File: src/rtl/alu32_pkg.sv
// Shared FSM state codes and ALU function codes for the ALU32 issue unit.
// Function codes are packed as {M, S}.
package alu32_pkg;

  localparam logic [1:0] IDLE = 2'd0;
  localparam logic [1:0] EXEC = 2'd1;
  localparam logic [1:0] RESP = 2'd2;

  typedef logic [4:0] alu_op_t;

  // M=1 selects the adder path, M=0 the bitwise logic path.
  localparam alu_op_t ALU_PASS = {1'b0, 4'h0};
  localparam alu_op_t ALU_ADD  = {1'b1, 4'b1001};
  localparam alu_op_t ALU_SUB  = {1'b1, 4'b0110};
  localparam alu_op_t ALU_INC  = {1'b1, 4'b0000};
  localparam alu_op_t ALU_DEC  = {1'b1, 4'b1111};

endpackage

File: src/rtl/alu32_issue_unit_alu32.sv
// Combinational ALU32 datapath: adder path computes a + y + cin with y chosen
// by S; logic path applies a bitwise function of a and b.
module alu32 #(
  parameter int WIDTH = 32
) (
  input  logic [WIDTH-1:0] a,
  input  logic [WIDTH-1:0] b,
  input  logic [3:0]       s,
  input  logic             m,
  input  logic             cin,
  output logic [WIDTH-1:0] dout,
  output logic             n,
  output logic             c,
  output logic             v,
  output logic             z
);
  import alu32_pkg::*;

  logic [WIDTH-1:0] y;
  logic [WIDTH:0]   sum;
  logic [WIDTH-1:0] lres;

  // NOTE: every output of this block gets a default first so no path can
  // leave a value unassigned and infer a latch.
  always_comb begin
    y    = b;
    lres = '0;
    dout = '0;
    c    = 1'b0;
    v    = 1'b0;

    case ({m, s})
      ALU_SUB: y = ~b;
      ALU_INC: y = '0;
      ALU_DEC: y = '1;
      default: y = b;
    endcase
    sum = {1'b0, a} + {1'b0, y} + {{WIDTH{1'b0}}, cin};

    case ({1'b0, s})
      ALU_PASS: lres = a;
      5'h01:    lres = b;
      5'h02:    lres = a & b;
      5'h03:    lres = a | b;
      5'h04:    lres = a ^ b;
      5'h05:    lres = ~a;
      5'h06:    lres = ~(a & b);
      5'h07:    lres = ~(a | b);
      5'h08:    lres = ~(a ^ b);
      5'h09:    lres = a & ~b;
      5'h0a:    lres = a | ~b;
      5'h0b:    lres = ~b;
      5'h0c:    lres = '1;
      default:  lres = '0;
    endcase

    if (m) begin
      dout = sum[WIDTH-1:0];
      c    = sum[WIDTH];
      // Signed overflow: both addends share a sign the result does not.
      v    = (a[WIDTH-1] == y[WIDTH-1]) && (sum[WIDTH-1] != a[WIDTH-1]);
    end else begin
      dout = lres;
    end
  end

  assign n = dout[WIDTH-1];
  assign z = (dout == '0);

endmodule

File: src/rtl/alu32_issue_unit.sv
// Valid/ready command front-end around ALU32: registers a command, executes
// it for one cycle, and holds the result until the consumer takes it.
module alu32_issue_unit #(
  parameter int WIDTH = 32,
  parameter int TAG_W = 4,
  parameter int CNT_W = 16
) (
  input  logic             clk,
  input  logic             rst_n,
  input  logic             cmd_valid,
  output logic             cmd_ready,
  input  logic [WIDTH-1:0] cmd_a,
  input  logic [WIDTH-1:0] cmd_b,
  input  logic [3:0]       cmd_s,
  input  logic             cmd_m,
  input  logic             cmd_cin,
  input  logic             cmd_chain,
  input  logic [TAG_W-1:0] cmd_tag,
  input  logic             clr_carry,
  output logic             rsp_valid,
  input  logic             rsp_ready,
  output logic [WIDTH-1:0] rsp_do,
  output logic             rsp_n,
  output logic             rsp_c,
  output logic             rsp_v,
  output logic             rsp_z,
  output logic [TAG_W-1:0] rsp_tag,
  output logic [CNT_W-1:0] op_count
);
  import alu32_pkg::*;

  logic [1:0]       state;
  logic [WIDTH-1:0] a_q;
  logic [WIDTH-1:0] b_q;
  logic [3:0]       s_q;
  logic             m_q;
  logic             cin_q;
  logic [TAG_W-1:0] tag_q;
  logic             carry_q;

  logic [WIDTH-1:0] alu_do;
  logic             alu_n;
  logic             alu_c;
  logic             alu_v;
  logic             alu_z;
  logic             accept;

  // A held response frees the unit in the same cycle it is consumed.
  assign cmd_ready = (state == IDLE) || ((state == RESP) && rsp_ready);
  assign accept    = cmd_valid && cmd_ready;
  // Valid only while a result is held, so a consumed result is never shown
  // again during the EXEC cycle of a back-to-back command.
  assign rsp_valid = (state == RESP);

  alu32 #(.WIDTH(WIDTH)) u_alu32 (
    .a    (a_q),
    .b    (b_q),
    .s    (s_q),
    .m    (m_q),
    .cin  (cin_q),
    .dout (alu_do),
    .n    (alu_n),
    .c    (alu_c),
    .v    (alu_v),
    .z    (alu_z)
  );

  // NOTE: operand registers carry no reset; they are only consumed after an
  // accept has loaded them, so resetting them would add reset fan-out for nothing.
  always_ff @(posedge clk) begin
    if (accept) begin
      a_q   <= cmd_a;
      b_q   <= cmd_b;
      s_q   <= cmd_s;
      m_q   <= cmd_m;
      tag_q <= cmd_tag;
      cin_q <= cmd_chain ? carry_q : cmd_cin;
    end
  end

  // NOTE: state is updated with non-blocking assignments so every register
  // samples pre-edge values, e.g. a chained accept sees carry_q before clr_carry.
  always_ff @(posedge clk or negedge rst_n) begin
    if (!rst_n) begin
      state    <= IDLE;
      rsp_do   <= '0;
      rsp_n    <= 1'b0;
      rsp_c    <= 1'b0;
      rsp_v    <= 1'b0;
      rsp_z    <= 1'b0;
      rsp_tag  <= '0;
      carry_q  <= 1'b0;
      op_count <= '0;
    end else begin
      case (state)
        IDLE: begin
          if (accept) state <= EXEC;
        end
        EXEC: begin
          rsp_do  <= alu_do;
          rsp_n   <= alu_n;
          rsp_c   <= alu_c;
          rsp_v   <= alu_v;
          rsp_z   <= alu_z;
          rsp_tag <= tag_q;
          state   <= RESP;
        end
        RESP: begin
          if (rsp_ready) begin
            if (op_count != '1) op_count <= op_count + CNT_W'(1);
            state <= accept ? EXEC : IDLE;
          end
        end
        default: state <= IDLE;
      endcase

      // A clear on the capture edge wins over the new ALU carry.
      if (clr_carry)           carry_q <= 1'b0;
      else if (state == EXEC)  carry_q <= alu_c;
    end
  end

endmodule
File: config.mk
export PLATFORM = sky130hd
export DESIGN_NAME = alu32_issue_unit
export DESIGN_NICKNAME = d
export VERILOG_FILES = /design/src/rtl/alu32_pkg.sv /design/src/rtl/alu32_issue_unit_alu32.sv /design/src/rtl/alu32_issue_unit.sv
export SDC_FILE = /design/constraint.sdc
export NUM_CORES = 1
export LEC_CHECK = 0
export ABC_AREA = 1
export BUFFER_PORTS_ARGS = -buffer_cell sky130_fd_sc_hd__buf_2
export CORE_UTILIZATION = 50
export DETAILED_ROUTE_END_ITERATION = 10
export GPL_ROUTABILITY_DRIVEN = 0
export PLACE_DENSITY_LB_ADDON = 0.3
export SLEW_MARGIN = 20
export SYNTH_ARGS = -nofsm -noshare
export SYNTH_HDL_FRONTEND = slang
export SYNTH_SLANG_ARGS = --single-unit
File: constraint.sdc
create_clock -name clk -period 11.6 [get_ports clk]
set_input_delay 2.32 -clock clk [delete_from_list [all_inputs] [get_ports clk]]
set_output_delay 2.32 -clock clk [all_outputs]
set_load 0.01 [all_outputs]
==> results by group, run 1 <==
Critical path
  – Arrival time reported for the critical path endpoint: 6.22 ns
  – Endpoint required time on the critical path: 11.98 ns
  – Reg2reg start: s_q[2]
  – Type of the worst setup path: register to register
  – Critical Path End: rsp_z
  – Crit path top cell by count: sky130_fd_sc_hd__nand2_1
  – Maximum fanout encountered on the critical timing path: 33
  – Crit Reg-Reg Endpoint: rsp_z
  – Worst setup path startpoint: s_q[2]
  – Reg2Reg Depth: 27
  – Reg-to-reg slack, setup: 5.76 ns
  – Startpoint type of the worst setup path: register
  – CP Capture Type: register
  – Slowest cell on crit path: sky130_fd_sc_hd__nand2_1
  – Largest stage delay on the critical path: 0.79 ns

Route
  – Count of unresolved DRC violations after routing: 0
  – Vias per inst: 5.62
  – Drt initial violations: 1,572
  – Final WL: 38,000 um
  – Routed vias: 13,013
  – Average wire length per cell after detail routing: 16.4 um
  – TritonRoute pass-1 iters: 6
  – Post-route antenna net violation count: 0

Die
  – Number of primary I/O pins: 138
  – Vertical die dimension: 160 um
  – Die Width: 160 um
  – Row cnt: 57
  – Core footprint: 24,400 sq um
  – Effective utilization at floorplan: 0.512
  – Die ar.: 25,600 sq um

Placement
  – PortBufs: 137
  – DPL Wire Length: 28,000 um
  – Worst slack, placed: 6.01 ns
  – Number of placed instances with taps included: 2,284

Clock network
  – Clock Pin Slew Worst Setup and Hold Paths: 0.07 ns
  – Number of hold buffers added after cts: 0
  – Post CTS Setup Buffer Count: 0
  – Clock root buffer: sky130_fd_sc_hd__clkbuf_16
  – Clock latency on the worst-skew pair: 0.45 ns
  – Number of clock sinks seen by CTS: 132
  – TritonCTS clock tree: built
  – Total CTS buffers: 17
  – Depth of the CTS H-tree: 4
  – Count of instances resized after the clock tree is built: 0
  – CTS Buffer Depth: 2

GRT
  – Total routing usage reported by global routing: 0.297
  – Largest net degree at the start of global routing: 75
  – Wire length of the first global-routing pass: 60,600 um
  – Via count of the first global-routing pass: 11,695
  – Total overflow reported by the global router: 0
  – Antenna violations before repair: 1

Synthesis
  – Async SR Flop Fraction: 0.439
  – Number of flip-flops and latches in the synthesized netlist: 132
  – Adder-cell share of the synthesized area: 0.163
  – Main combinational cell family by area after synthesis: simple AND/OR/NAND/NOR gates
  – Number of flops mapped to enable cells by yosys: 74
  – Share of cell area taken by muxes after synthesis: 0.00180
  – Nets in the synthesized netlist: 2,112
  – Simple logic cell fraction of the synthesized area: 0.314
  – Netlist area before placement: 12,500 sq um
  – Cells after synthesis: 1,870
  – Yosys synthesis warning count: 0
  – Leading post-synthesis cells by cell area: sky130_fd_sc_hd__edfxtp_1, sky130_fd_sc_hd__nand2_1, sky130_fd_sc_hd__ha_1
  – Synth top area share: 0.178
  – Syn Area/Cell: 6.68 sq um
  – Area leader, netlist: sky130_fd_sc_hd__edfxtp_1
  – Number of library cell types mapped by synthesis: 36
  – Xor/xnor cell area share of the yosys netlist: 0.0105
  – Leading register cell type out of synthesis: sky130_fd_sc_hd__edfxtp_1
  – Seq/Total Area, Yosys: 0.294
  – Area fraction in compound gates after synthesis: 0.123

Timing
  – Hold WS: 0.455 ns
  – Shortest clock period the worst path allows after layout: 5.84 ns
  – Final number of hold-violating endpoints: 0
  – Final period utilization: 0.504
  – Final Slew Violations: 0
  – Worst clock skew: 0.00978 ns
  – Final Setup Violations: 0
  – Worst slew slack as a fraction of its limit: 0.256
  – Final worst setup slack: 5.76 ns
  – Upper clock frequency limit: 0.171 GHz
  – RSZ-0062 raised after global routing: no
  – Worst Tran Pin Value: 1.11 ns
  – Sum of negative setup slack: 0 ns

Final layout
  – Syn-to-layout area delta: 12.6%
  – Net count, final: 2,221
  – Util after Layout: 0.577
  – Number of antenna diodes: 0
  – Leading cell type in the layout, fill and taps excluded: sky130_fd_sc_hd__nand2_1
  – Share of post-route cells with drive strength above 1: 0.0989
  – Post-route insts no fill: 2,316
  – Commonest cells after routing, fill and taps aside: sky130_fd_sc_hd__nand2_1, sky130_fd_sc_hd__inv_1, sky130_fd_sc_hd__nor2_1

Pwr
  – Worst IR drop on VDD: 0.0000930 V
  – Total power density per cell area: 142 nW/um^2
  – Leakage power of the design: 0.00732 uW

Job
  – Max-cap violations: 0

Status
  – Run status: finished clean

Min path
  – Worst min-delay path category: register to register
stage by stage:
step,instance area [sq um],power [uW]
4_1_cts,14100,1990
5_1_grt,14100,2120
3_5_place_dp,13500,1430
2_1_floorplan,12500,1170
3_3_place_gp,13500,1410
6_report,14100,2000
cells in the mapped netlist (5+ instances only):
library cell	count
sky130_fd_sc_hd__nand2_1	583
sky130_fd_sc_hd__inv_1	242
sky130_fd_sc_hd__nor2_1	207
sky130_fd_sc_hd__ha_1	160
sky130_fd_sc_hd__o21ai_0	131
sky130_fd_sc_hd__nand3_1	116
sky130_fd_sc_hd__edfxtp_1	74
sky130_fd_sc_hd__a21oi_1	67
sky130_fd_sc_hd__dfrtp_1	58
sky130_fd_sc_hd__clkbuf_1	47
sky130_fd_sc_hd__a31oi_1	29
sky130_fd_sc_hd__o21ai_1	22
sky130_fd_sc_hd__nor3_1	20
sky130_fd_sc_hd__o22ai_1	20
sky130_fd_sc_hd__nand4_1	15
sky130_fd_sc_hd__nand3b_1	14
sky130_fd_sc_hd__buf_2	9
sky130_fd_sc_hd__xnor2_1	8
sky130_fd_sc_hd__xor2_1	7
sky130_fd_sc_hd__a211oi_1	5
cells by family after synthesis:
group,Yosys count
multiplexers,2
AND/OR/NAND/NOR,968
flip-flops,132
XOR/XNOR,15
AO/OA/AOI/OAI,285
adder cells (fa/ha/maj),162
buffers and inverters,306
layout make-up:
cell class / instances / area (sq um)
multi-input combinational: 1432 / 7670
timing repair buffer: 150 / 783
tap: 324 / 405
clock buffer: 18 / 450
clock inverter: 14 / 151
sequential: 132 / 3670
fill: 2325 / 10300
inverter: 246 / 923
state kept, by name (all words and copies together) (netlist names), 2 cells and up:
register,flops
rsp_tag,4
a_q,32
b_q,32
op_count,16
rsp_do,32
tag_q,4
state,2
s_q,4
worst max-delay path: cells and delay by family, from the launching register on:
family	cells	cell delay, ns
flip-flops	1	0.43
AND/OR/NAND/NOR	18	3.13
buffers and inverters	5	1.23
adder cells (fa/ha/maj)	2	0.66
AO/OA/AOI/OAI	2	0.31
how the worst min path moves through the flow:
stage | from | endpoint | cells past startpoint
after global placement | tag_q[2] | rsp_tag[2] | 2
after floorplan | tag_q[0] | rsp_tag[0] | 2
final | tag_q[1] | rsp_tag[1] | 2
after CTS | tag_q[2] | rsp_tag[2] | 2
after detailed placement | tag_q[2] | rsp_tag[2] | 2
after global routing | tag_q[1] | rsp_tag[1] | 2
power by group:
part	switching, uW	internal (uW)
clock	262	301
combinational	494	261
sequential	77.0	604
routing by layer:
metal  wire [um]  vias to the layer above  global-route usage
met4         974                        2              0.0970
met2       16200                      740               0.449
met3        4160                      114              0.0558
met1       16700                     5909               0.424
li1            -                     6248                   -
met5          13                        -                   0
No activity file was read; power rests on OpenSTA's default activity.
==> inputs of run 2 (changes only) <==
==> constraint.sdc (replaced) <==
create_clock -name clk -period 5.71 [get_ports clk]
set_input_delay 1.142 -clock clk [delete_from_list [all_inputs] [get_ports clk]]
set_output_delay 1.142 -clock clk [all_outputs]
set_load 0.01 [all_outputs]
==> run 2 against run 1 <==
  * Via count fell by 0.60%
  * Sequential cell count did not move
  * Fmax rose by 31%
  * Clock-buffer cell count did not move
  * Sequential power rose by 100%
  * Global-route usage rose by 0.056 points
  * Critical path depth fell by 2
  * Final cell count rose by 0.26%
  * Core utilization rose by 0.21 points
  * Register-to-register slack got worse by 4.5 ns
  * Critical endpoint unchanged
  * Largest cell class unchanged
==> results by group, run 2 (synthesis gave the netlist of run 1 again) <==
Status
  – Run status: finished clean (unchanged)

Pwr
  – Worst IR drop on VDD: 0.000173 V (was 0.0000930 V)
  – Total power density per cell area: 288 nW/um^2 (was 142 nW/um^2)
  – Leakage power of the design: 0.00735 uW (was 0.00732 uW)

Timing
  – Worst slew slack as a fraction of its limit: 0.249 (was 0.256)
  – Final period utilization: 0.780 (was 0.504)
  – Worst Tran Pin Value: 1.12 ns (was 1.11 ns)
  – RSZ-0062 raised after global routing: no (unchanged)
  – Final number of hold-violating endpoints: 0 (unchanged)
  – Upper clock frequency limit: 0.224 GHz (was 0.171 GHz)
  – Worst clock skew: 0.0110 ns (was 0.00978 ns)
  – Final Slew Violations: 0 (unchanged)
  – Sum of negative setup slack: 0 ns (unchanged)
  – Final worst setup slack: 1.25 ns (was 5.76 ns)
  – Final Setup Violations: 0 (unchanged)
  – Shortest clock period the worst path allows after layout: 4.46 ns (was 5.84 ns)

Critical path
  – Endpoint required time on the critical path: 6.09 ns (was 11.98 ns)
  – Largest stage delay on the critical path: 0.58 ns (was 0.79 ns)
  – Crit path top cell by count: sky130_fd_sc_hd__nand2_1 (unchanged)
  – Cell family contributing the most delay on the critical path: simple AND/OR/NAND/NOR gates (unchanged)
  – Arrival time reported for the critical path endpoint: 4.84 ns (was 6.22 ns)
  – CP Capture Type: register (unchanged)
  – Slowest cell on crit path: sky130_fd_sc_hd__nor2_2 (was sky130_fd_sc_hd__nand2_1)
  – Count of buffering cells on the critical path with inverters included: 4 (was 5)
  – Reg2reg start: s_q[3] (was s_q[2])
  – Worst setup path startpoint: s_q[3] (was s_q[2])
  – Startpoint type of the worst setup path: register (unchanged)
  – Type of the worst setup path: register to register (unchanged)
  – Maximum fanout encountered on the critical timing path: 32 (was 33)

Clock network
  – Number of clock sinks seen by CTS: 132 (unchanged)
  – Clock root buffer: sky130_fd_sc_hd__clkbuf_16 (unchanged)
  – Clock latency on the worst-skew pair: 0.45 ns (about the same)
  – Depth of the CTS H-tree: 4 (unchanged)
  – Clock Pin Slew Worst Setup and Hold Paths: 0.07 ns (about the same)
  – Total CTS buffers: 17 (unchanged)
  – Number of hold buffers added after cts: 0 (unchanged)
  – TritonCTS clock tree: built (unchanged)
  – CTS Buffer Depth: 2 (unchanged)
  – Count of instances resized after the clock tree is built: 0 (unchanged)
  – Post CTS Setup Buffer Count: 0 (unchanged)

Route
  – Met3 wirelength from detailed routing: 4520 um (was 4160 um)
  – Count of unresolved DRC violations after routing: 0 (unchanged)
  – Metal1 wirelength: 16,100 um (was 16,700 um)
  – Vias per inst: 5.57 (was 5.62)
  – Post-route antenna net violation count: 0 (unchanged)
  – TritonRoute pass-1 iters: 7 (was 6)
  – Highest metal layer with signal wires: met4 (was met5)
  – Met2 wire len: 16,300 um (was 16,200 um)
  – Drt initial violations: 1,517 (was 1,572)
  – Routed vias: 12,935 (was 13,013)
  – Average wire length per cell after detail routing: 16.4 um (about the same)
  – Final WL: 38,000 um (about the same)

Job
  – Max-cap violations: 0 (unchanged)

GRT
  – Antenna violations before repair: 0 (was 1)
  – Largest net degree at the start of global routing: 64 (was 75)
  – Total routing usage reported by global routing: 0.297 (about the same)
  – Via count of the first global-routing pass: 11,792 (was 11,695)
  – Wire length of the first global-routing pass: 60,600 um (about the same)
  – Total overflow reported by the global router: 0 (unchanged)

Placement
  – Worst slack, placed: 1.18 ns (was 6.01 ns)
  – DPL Wire Length: 28,100 um (was 28,000 um)
  – PortBufs: 137 (unchanged)

Final layout
  – Total of fill cells in the finished design: 2,308 (was 2,325)
  – Share of post-route cells with drive strength above 1: 0.102 (was 0.0989)
  – Net count, final: 2,227 (was 2,221)
  – Syn-to-layout area delta: 13.0% (was 12.6%)
  – Number of antenna diodes: 0 (unchanged)
  – Leading cell type in the layout, fill and taps excluded: sky130_fd_sc_hd__nand2_1 (unchanged)
  – Commonest cells after routing, fill and taps aside: sky130_fd_sc_hd__nand2_1, sky130_fd_sc_hd__inv_1, sky130_fd_sc_hd__nor2_1 (unchanged)
  – Util after Layout: 0.579 (was 0.577)
  – Largest registers: a_q: 32 flops, b_q: 32 flops, rsp_do: 32 flops (unchanged)

Die
  – Number of primary I/O pins: 138 (unchanged)
  – Die Width: 160 um (unchanged)
  – Core footprint: 24,400 sq um (unchanged)
  – Die ar.: 25,600 sq um (unchanged)
  – Effective utilization at floorplan: 0.512 (unchanged)
  – Vertical die dimension: 160 um (unchanged)
  – Row cnt: 57 (unchanged)

Min path
  – Beginning of the worst hold path: tag_q[3] (was tag_q[1])
  – Worst min-delay path category: register to register (unchanged)
## run 2: path summary, 6_finish.rpt
| kind | endpoint | slack [ns] | depth (start not counted) |
|---|---|---|---|
| worst max-delay path | rsp_z | 1.25 | 25 |
| worst min-delay path | rsp_tag[3] | 0.45 | 2 |
| worst max register to register | rsp_z | 1.25 | 25 |
| worst min register to register | rsp_tag[3] | 0.45 | 2 |
| max in group asynchronous | op_count[1] | 4.39 | 2 |
| min in group asynchronous | rsp_do[2] | 0.82 | 2 |
## run 2: final cells by class
type,instances,area (sq um),share of cell area
multi-input cells,1432,7680,0.544
repair buffers,156,828,0.0587
well taps,324,405,0.0287
clock buffers,18,450,0.0319
clock inverters,14,154,0.0109
flip-flops and latches,132,3670,0.260
inverters,246,923,0.0654
## run 2: metal layers
metal / vias up / global-route usage
met5: - / 0
met4: 0 / 0.105
met3: 95 / 0.0694
met2: 746 / 0.458
met1: 5823 / 0.406
li1: 6271 / -
## run 2: worst reg2reg max path, stage by stage, from the launching register on
cell and delay, ns:
sky130_fd_sc_hd__edfxtp_1 0.47, sky130_fd_sc_hd__nor2_2 0.58, sky130_fd_sc_hd__nand2_1 0.11, sky130_fd_sc_hd__buf_4 0.25, sky130_fd_sc_hd__nor2_2 0.12, sky130_fd_sc_hd__buf_4 0.33, sky130_fd_sc_hd__a21oi_1 0.11, sky130_fd_sc_hd__o21ai_0 0.12
sky130_fd_sc_hd__fa_1 0.28, sky130_fd_sc_hd__inv_1 0.07, sky130_fd_sc_hd__fa_1 0.41, sky130_fd_sc_hd__inv_1 0.11, sky130_fd_sc_hd__nand2_1 0.07, sky130_fd_sc_hd__nand3_1 0.17, sky130_fd_sc_hd__nand2_1 0.10, sky130_fd_sc_hd__nand2_1 0.14
sky130_fd_sc_hd__nand2_1 0.10, sky130_fd_sc_hd__nand2_1 0.10, sky130_fd_sc_hd__nand2_1 0.05, sky130_fd_sc_hd__nand3_1 0.08, sky130_fd_sc_hd__nand2_1 0.06, sky130_fd_sc_hd__nor2_1 0.24, sky130_fd_sc_hd__nand3_1 0.11, sky130_fd_sc_hd__nor2_1 0.10
sky130_fd_sc_hd__nand2_1 0.06, sky130_fd_sc_hd__nand2_1 0.05
## run 2: metrics by stage
stage | cells | hold slack, ns | area [sq um] | total power (uW)
after global placement | 2290 | 0.423 | 13500 | 2870
final | 2322 | 0.447 | 14100 | 4070
after detailed placement | 2290 | 0.435 | 13500 | 2900
after floorplan | 1870 | 0.418 | 12500 | 2370
after CTS | 2322 | 0.448 | 14100 | 4050
after global routing | 2322 | 0.469 | 14100 | 4330
## run 2: where the power goes
group          total (uW)  switching (uW)  internal (uW)
logic                1540            1010            535
clock network        1140             533            612
registers            1380             158           1230
total                4070            1700           2370
==> inputs of run 3 (changes only) <==
--- a/config.mk
+++ b/config.mk
@@ -5,7 +5,7 @@
 export SDC_FILE = /design/constraint.sdc
 export NUM_CORES = 1
 export LEC_CHECK = 0
-export ABC_AREA = 1
+export ABC_AREA = 0
 export BUFFER_PORTS_ARGS = -buffer_cell sky130_fd_sc_hd__buf_2
 export CORE_UTILIZATION = 50
 export DETAILED_ROUTE_END_ITERATION = 10
==> constraint.sdc (replaced) <==
create_clock -name clk -period 3.82 [get_ports clk]
set_input_delay 0.764 -clock clk [delete_from_list [all_inputs] [get_ports clk]]
set_output_delay 0.764 -clock clk [all_outputs]
set_load 0.01 [all_outputs]
==> run 3 against run 2 <==
  * The flow now finishes with violations (setup timing)
  * Worst hold slack lost 0.11 ns
  * Final cell count shrank 12%
  * Routed wire length grew 15%
  * Clock skew grew 0.0012 ns
  * Sequential cell count is the same
  * Register-to-register slack lost 1.6 ns
  * Critical path type unchanged
  * Largest cell class unchanged
==> results by group, run 3 <==
Status
  – Run status: complete, but fails checks (was finished clean)
  – Violated checks: setup timing

Timing
  – Hold WS: 0.339 ns (was 0.447 ns)
  – Upper clock frequency limit: 0.237 GHz (was 0.224 GHz)
  – Worst slew slack as a fraction of its limit: 0.304 (was 0.249)
  – Final number of hold-violating endpoints: 0 (unchanged)
  – Final Setup Violations: 6 (was 0)
  – Final worst setup slack: -0.394 ns (was 1.25 ns)
  – Final Slew Violations: 0 (unchanged)
  – Worst Tran Pin Value: 1.04 ns (was 1.12 ns)
  – Final period utilization: 1.10 (was 0.780)
  – Shortest clock period the worst path allows after layout: 4.21 ns (was 4.46 ns)
  – RSZ-0062 raised after global routing: yes (was no)
  – Worst clock skew: 0.0122 ns (was 0.0110 ns)

Synthesis
  – Main combinational cell family by area after synthesis: compound AO/OA/AOI/OAI gates (was simple AND/OR/NAND/NOR gates)
  – Share of cell area taken by muxes after synthesis: 0.0310 (was 0.00180)
  – Number of flip-flops and latches in the synthesized netlist: 132 (unchanged)
  – Cells after synthesis: 1,452 (was 1,870)
  – Adder-cell share of the synthesized area: 0.164 (was 0.163)
  – Area leader, netlist: sky130_fd_sc_hd__edfxtp_1 (unchanged)
  – Seq/Total Area, Yosys: 0.295 (was 0.294)
  – Synth top area share: 0.178 (about the same)
  – Yosys synthesis warning count: 0 (unchanged)
  – Leading post-synthesis cells by cell area: sky130_fd_sc_hd__edfxtp_1, sky130_fd_sc_hd__ha_1, sky130_fd_sc_hd__dfrtp_1 (was sky130_fd_sc_hd__edfxtp_1, sky130_fd_sc_hd__nand2_1, sky130_fd_sc_hd__ha_1)
  – Syn Area/Cell: 8.59 sq um (was 6.68 sq um)
  – Leading post-synthesis cells by instance count: sky130_fd_sc_hd__nand2_1, sky130_fd_sc_hd__ha_1, sky130_fd_sc_hd__a21oi_1 (was sky130_fd_sc_hd__nand2_1, sky130_fd_sc_hd__inv_1, sky130_fd_sc_hd__nor2_1)
  – Number of flops mapped to enable cells by yosys: 74 (unchanged)
  – Xor/xnor cell area share of the yosys netlist: 0.0527 (was 0.0105)
  – Simple logic cell fraction of the synthesized area: 0.150 (was 0.314)
  – Number of library cell types mapped by synthesis: 77 (was 36)
  – Nets in the synthesized netlist: 1,694 (was 2,112)
  – Area fraction in compound gates after synthesis: 0.248 (was 0.123)
  – Async SR Flop Fraction: 0.439 (unchanged)
  – Leading register cell type out of synthesis: sky130_fd_sc_hd__edfxtp_1 (unchanged)
  – Most frequent cell after synthesis: sky130_fd_sc_hd__nand2_1 (unchanged)
  – Netlist area before placement: 12,500 sq um (about the same)

Critical path
  – CP Capture Type: register (unchanged)
  – Reg-to-reg slack, setup: -0.39 ns (was 1.25 ns)
  – Worst setup path startpoint: s_q[3] (unchanged)
  – Maximum fanout encountered on the critical timing path: 4 (was 32)
  – Type of the worst setup path: register to register (unchanged)
  – Reg2reg start: s_q[3] (unchanged)
  – Arrival time reported for the critical path endpoint: 4.59 ns (was 4.84 ns)
  – Endpoint required time on the critical path: 4.19 ns (was 6.09 ns)
  – Startpoint type of the worst setup path: register (unchanged)

Final layout
  – Syn-to-layout area delta: 25.0% (was 13.0%)
  – Largest registers: a_q: 32 flops, b_q: 32 flops, rsp_do: 32 flops (unchanged)
  – Total of fill cells in the finished design: 2,018 (was 2,308)
  – Number of antenna diodes: 0 (unchanged)
  – Register area: 3670 sq um (unchanged)
  – Util after Layout: 0.639 (was 0.579)
  – Commonest cells after routing, fill and taps aside: sky130_fd_sc_hd__buf_4, sky130_fd_sc_hd__nand2_1, sky130_fd_sc_hd__ha_1 (was sky130_fd_sc_hd__nand2_1, sky130_fd_sc_hd__inv_1, sky130_fd_sc_hd__nor2_1)
  – Net count, final: 1,944 (was 2,227)
  – Leading cell type in the layout, fill and taps excluded: sky130_fd_sc_hd__buf_4 (was sky130_fd_sc_hd__nand2_1)
  – Area used by multi-input combinational logic: 8360 sq um (was 7680 sq um)
  – Share of post-route cells with drive strength above 1: 0.255 (was 0.102)

Die
  – Die Width: 160 um (about the same)
  – Vertical die dimension: 160 um (about the same)
  – Core footprint: 24,400 sq um (unchanged)
  – Die ar.: 25,600 sq um (about the same)
  – Number of primary I/O pins: 138 (unchanged)
  – Row cnt: 57 (unchanged)
  – Effective utilization at floorplan: 0.511 (was 0.512)

Route
  – Average wire length per cell after detail routing: 21.4 um (was 16.4 um)
  – Drt initial violations: 1,505 (was 1,517)
  – TritonRoute pass-1 iters: 8 (was 7)
  – Routed vias: 12,681 (was 12,935)
  – Count of unresolved DRC violations after routing: 0 (unchanged)
  – Post-route antenna net violation count: 0 (unchanged)
  – Vias per inst: 6.22 (was 5.57)
  – Final WL: 43,700 um (was 38,000 um)

Pwr
  – Internal cell power: 4190 uW (was 2370 uW)
  – Fraction of power spent switching nets: 0.392 (was 0.417)
  – Switching component of the power: 2700 uW (was 1700 uW)
  – Part of the total power dissipated in the clock network: 0.243 (was 0.281)
  – Leakage power of the design: 0.00713 uW (was 0.00735 uW)
  – Total power density per cell area: 441 nW/um^2 (was 288 nW/um^2)
  – Worst IR drop on VDD: 0.000258 V (was 0.000173 V)
  – Sequential share of power: 0.305 (was 0.340)
  – Proportion of power drawn by combinational gates: 0.452 (was 0.379)

GRT
  – Wire length of the first global-routing pass: 66,500 um (was 60,600 um)
  – Antenna violations before repair: 0 (unchanged)
  – Total routing usage reported by global routing: 0.336 (was 0.297)
  – Largest net degree at the start of global routing: 116 (was 64)
  – Total overflow reported by the global router: 0 (unchanged)
  – Via count of the first global-routing pass: 12,199 (was 11,792)

Placement
  – PortBufs: 137 (unchanged)
  – DPL Wire Length: 31,300 um (was 28,100 um)

Clock network
  – CTS Buffer Depth: 2 (unchanged)
  – Total CTS buffers: 17 (unchanged)
  – Clock root buffer: sky130_fd_sc_hd__clkbuf_16 (unchanged)
  – Clock latency on the worst-skew pair: 0.44 ns (was 0.45 ns)
  – Clock Pin Slew Worst Setup and Hold Paths: 0.06 ns (was 0.07 ns)
  – Depth of the CTS H-tree: 4 (unchanged)
  – TritonCTS clock tree: built (unchanged)
  – Number of clock sinks seen by CTS: 132 (unchanged)

Job
  – Max-cap violations: 0 (unchanged)

Min path
  – Worst min-delay path category: input pin to async pin (was register to register)
-- run 3: cell count changes after synthesis, sizes merged, moves of 21 or more --
| cell | before | now |
|---|---|---|
| o211ai | 3 | 38 |
| buf | 13 | 48 |
| nand2 | 584 | 166 |
| nor2 | 208 | 99 |
| mux2i | 0 | 33 |
| nor2b | 0 | 21 |
| o21ai | 153 | 85 |
| xnor2 | 8 | 49 |
| inv | 246 | 83 |
| a21oi | 67 | 105 |
| nand3 | 116 | 20 |
-- run 3: worst paths after layout --
path                                end  cells after the start
min in group clk             rsp_tag[3]                      2
min reg2reg                  rsp_tag[3]                      2
max in group asynchronous    rsp_do[13]                      2
max                               rsp_z                     19
min                        op_count[10]                      1
max reg2reg                       rsp_z                     19
-- run 3: timing repair --
item	4_1_cts	5_1_grt
hold endpoints to repair	0	0
hold buffers	0	0
pin swaps	17	27
endpoints found under the setup margin	11	18
buffers inserted	11	3
resized for setup	24	50
-- run 3: kinds of logic after synthesis --
family                   Yosys count
AO/OA/AOI/OAI                    455
XOR/XNOR                          75
adder cells (fa/ha/maj)          162
buffers and inverters            184
flip-flops                       132
multiplexers                      37
AND/OR/NAND/NOR                  407
-- run 3: critical path, cell delays in order (launching register included) --
cell and delay [ns]:
sky130_fd_sc_hd__edfxtp_1 0.54, sky130_fd_sc_hd__nor2_4 0.17, sky130_fd_sc_hd__nand4_1 0.15, sky130_fd_sc_hd__buf_4 0.19
sky130_fd_sc_hd__buf_4 0.13, sky130_fd_sc_hd__nor2_1 0.08, sky130_fd_sc_hd__a21oi_1 0.05, sky130_fd_sc_hd__nand2_1 0.10
sky130_fd_sc_hd__ha_1 0.23, sky130_fd_sc_hd__a21o_1 0.22, sky130_fd_sc_hd__a221oi_4 0.32, sky130_fd_sc_hd__or3_4 0.19
sky130_fd_sc_hd__a2111oi_2 0.07, sky130_fd_sc_hd__or3_4 0.44, sky130_fd_sc_hd__a31o_4 0.27, sky130_fd_sc_hd__buf_6 0.12
sky130_fd_sc_hd__xnor2_1 0.27, sky130_fd_sc_hd__o2111ai_2 0.18, sky130_fd_sc_hd__nor4_2 0.27, sky130_fd_sc_hd__a22o_1 0.16
-- run 3: stage by stage --
stage	power, uW	instances	setup WS, ns	setup TNS [ns]	area [sq um]
2_1_floorplan	3760	1452	-0.592	-2.04	12600
3_3_place_gp	4910	1994	-0.181	-0.381	14600
3_5_place_dp	4980	1994	-0.364	-1.19	14600
4_1_cts	6730	2037	-0.179	-0.446	15400
5_1_grt	7210	2039	-0.533	-2.61	15600
6_report	6880	2039	-0.394	-1.18	15600
-- run 3: layer usage --
metal  track usage  vias to the layer above  part of all wire
met2         0.527                      751              0.45
met1         0.425                     5954              0.39
met4         0.209                        0             0.062
met3        0.0673                      180             0.098
met5             0                        -                 0
li1              -                     5796                 -
-- run 3: power by group through the flow --
stage                     clock, uW  sequential [uW]  combinational, uW
after floorplan                   0             2150               1610
after detailed placement          0             2120               2860
after CTS                      1690             2090               2950
final                          1670             2100               3110
after global placement            0             2100               2810
after global routing           1730             2140               3340
-- run 3: final cells by class --
type | instances | area share
clock buffers | 23 | 0.0341
clock inverters | 9 | 0.00385
inverters | 84 | 0.0202
multi-input cells | 1136 | 0.536
flip-flops and latches | 132 | 0.236
well taps | 324 | 0.0260
repair buffers | 331 | 0.144
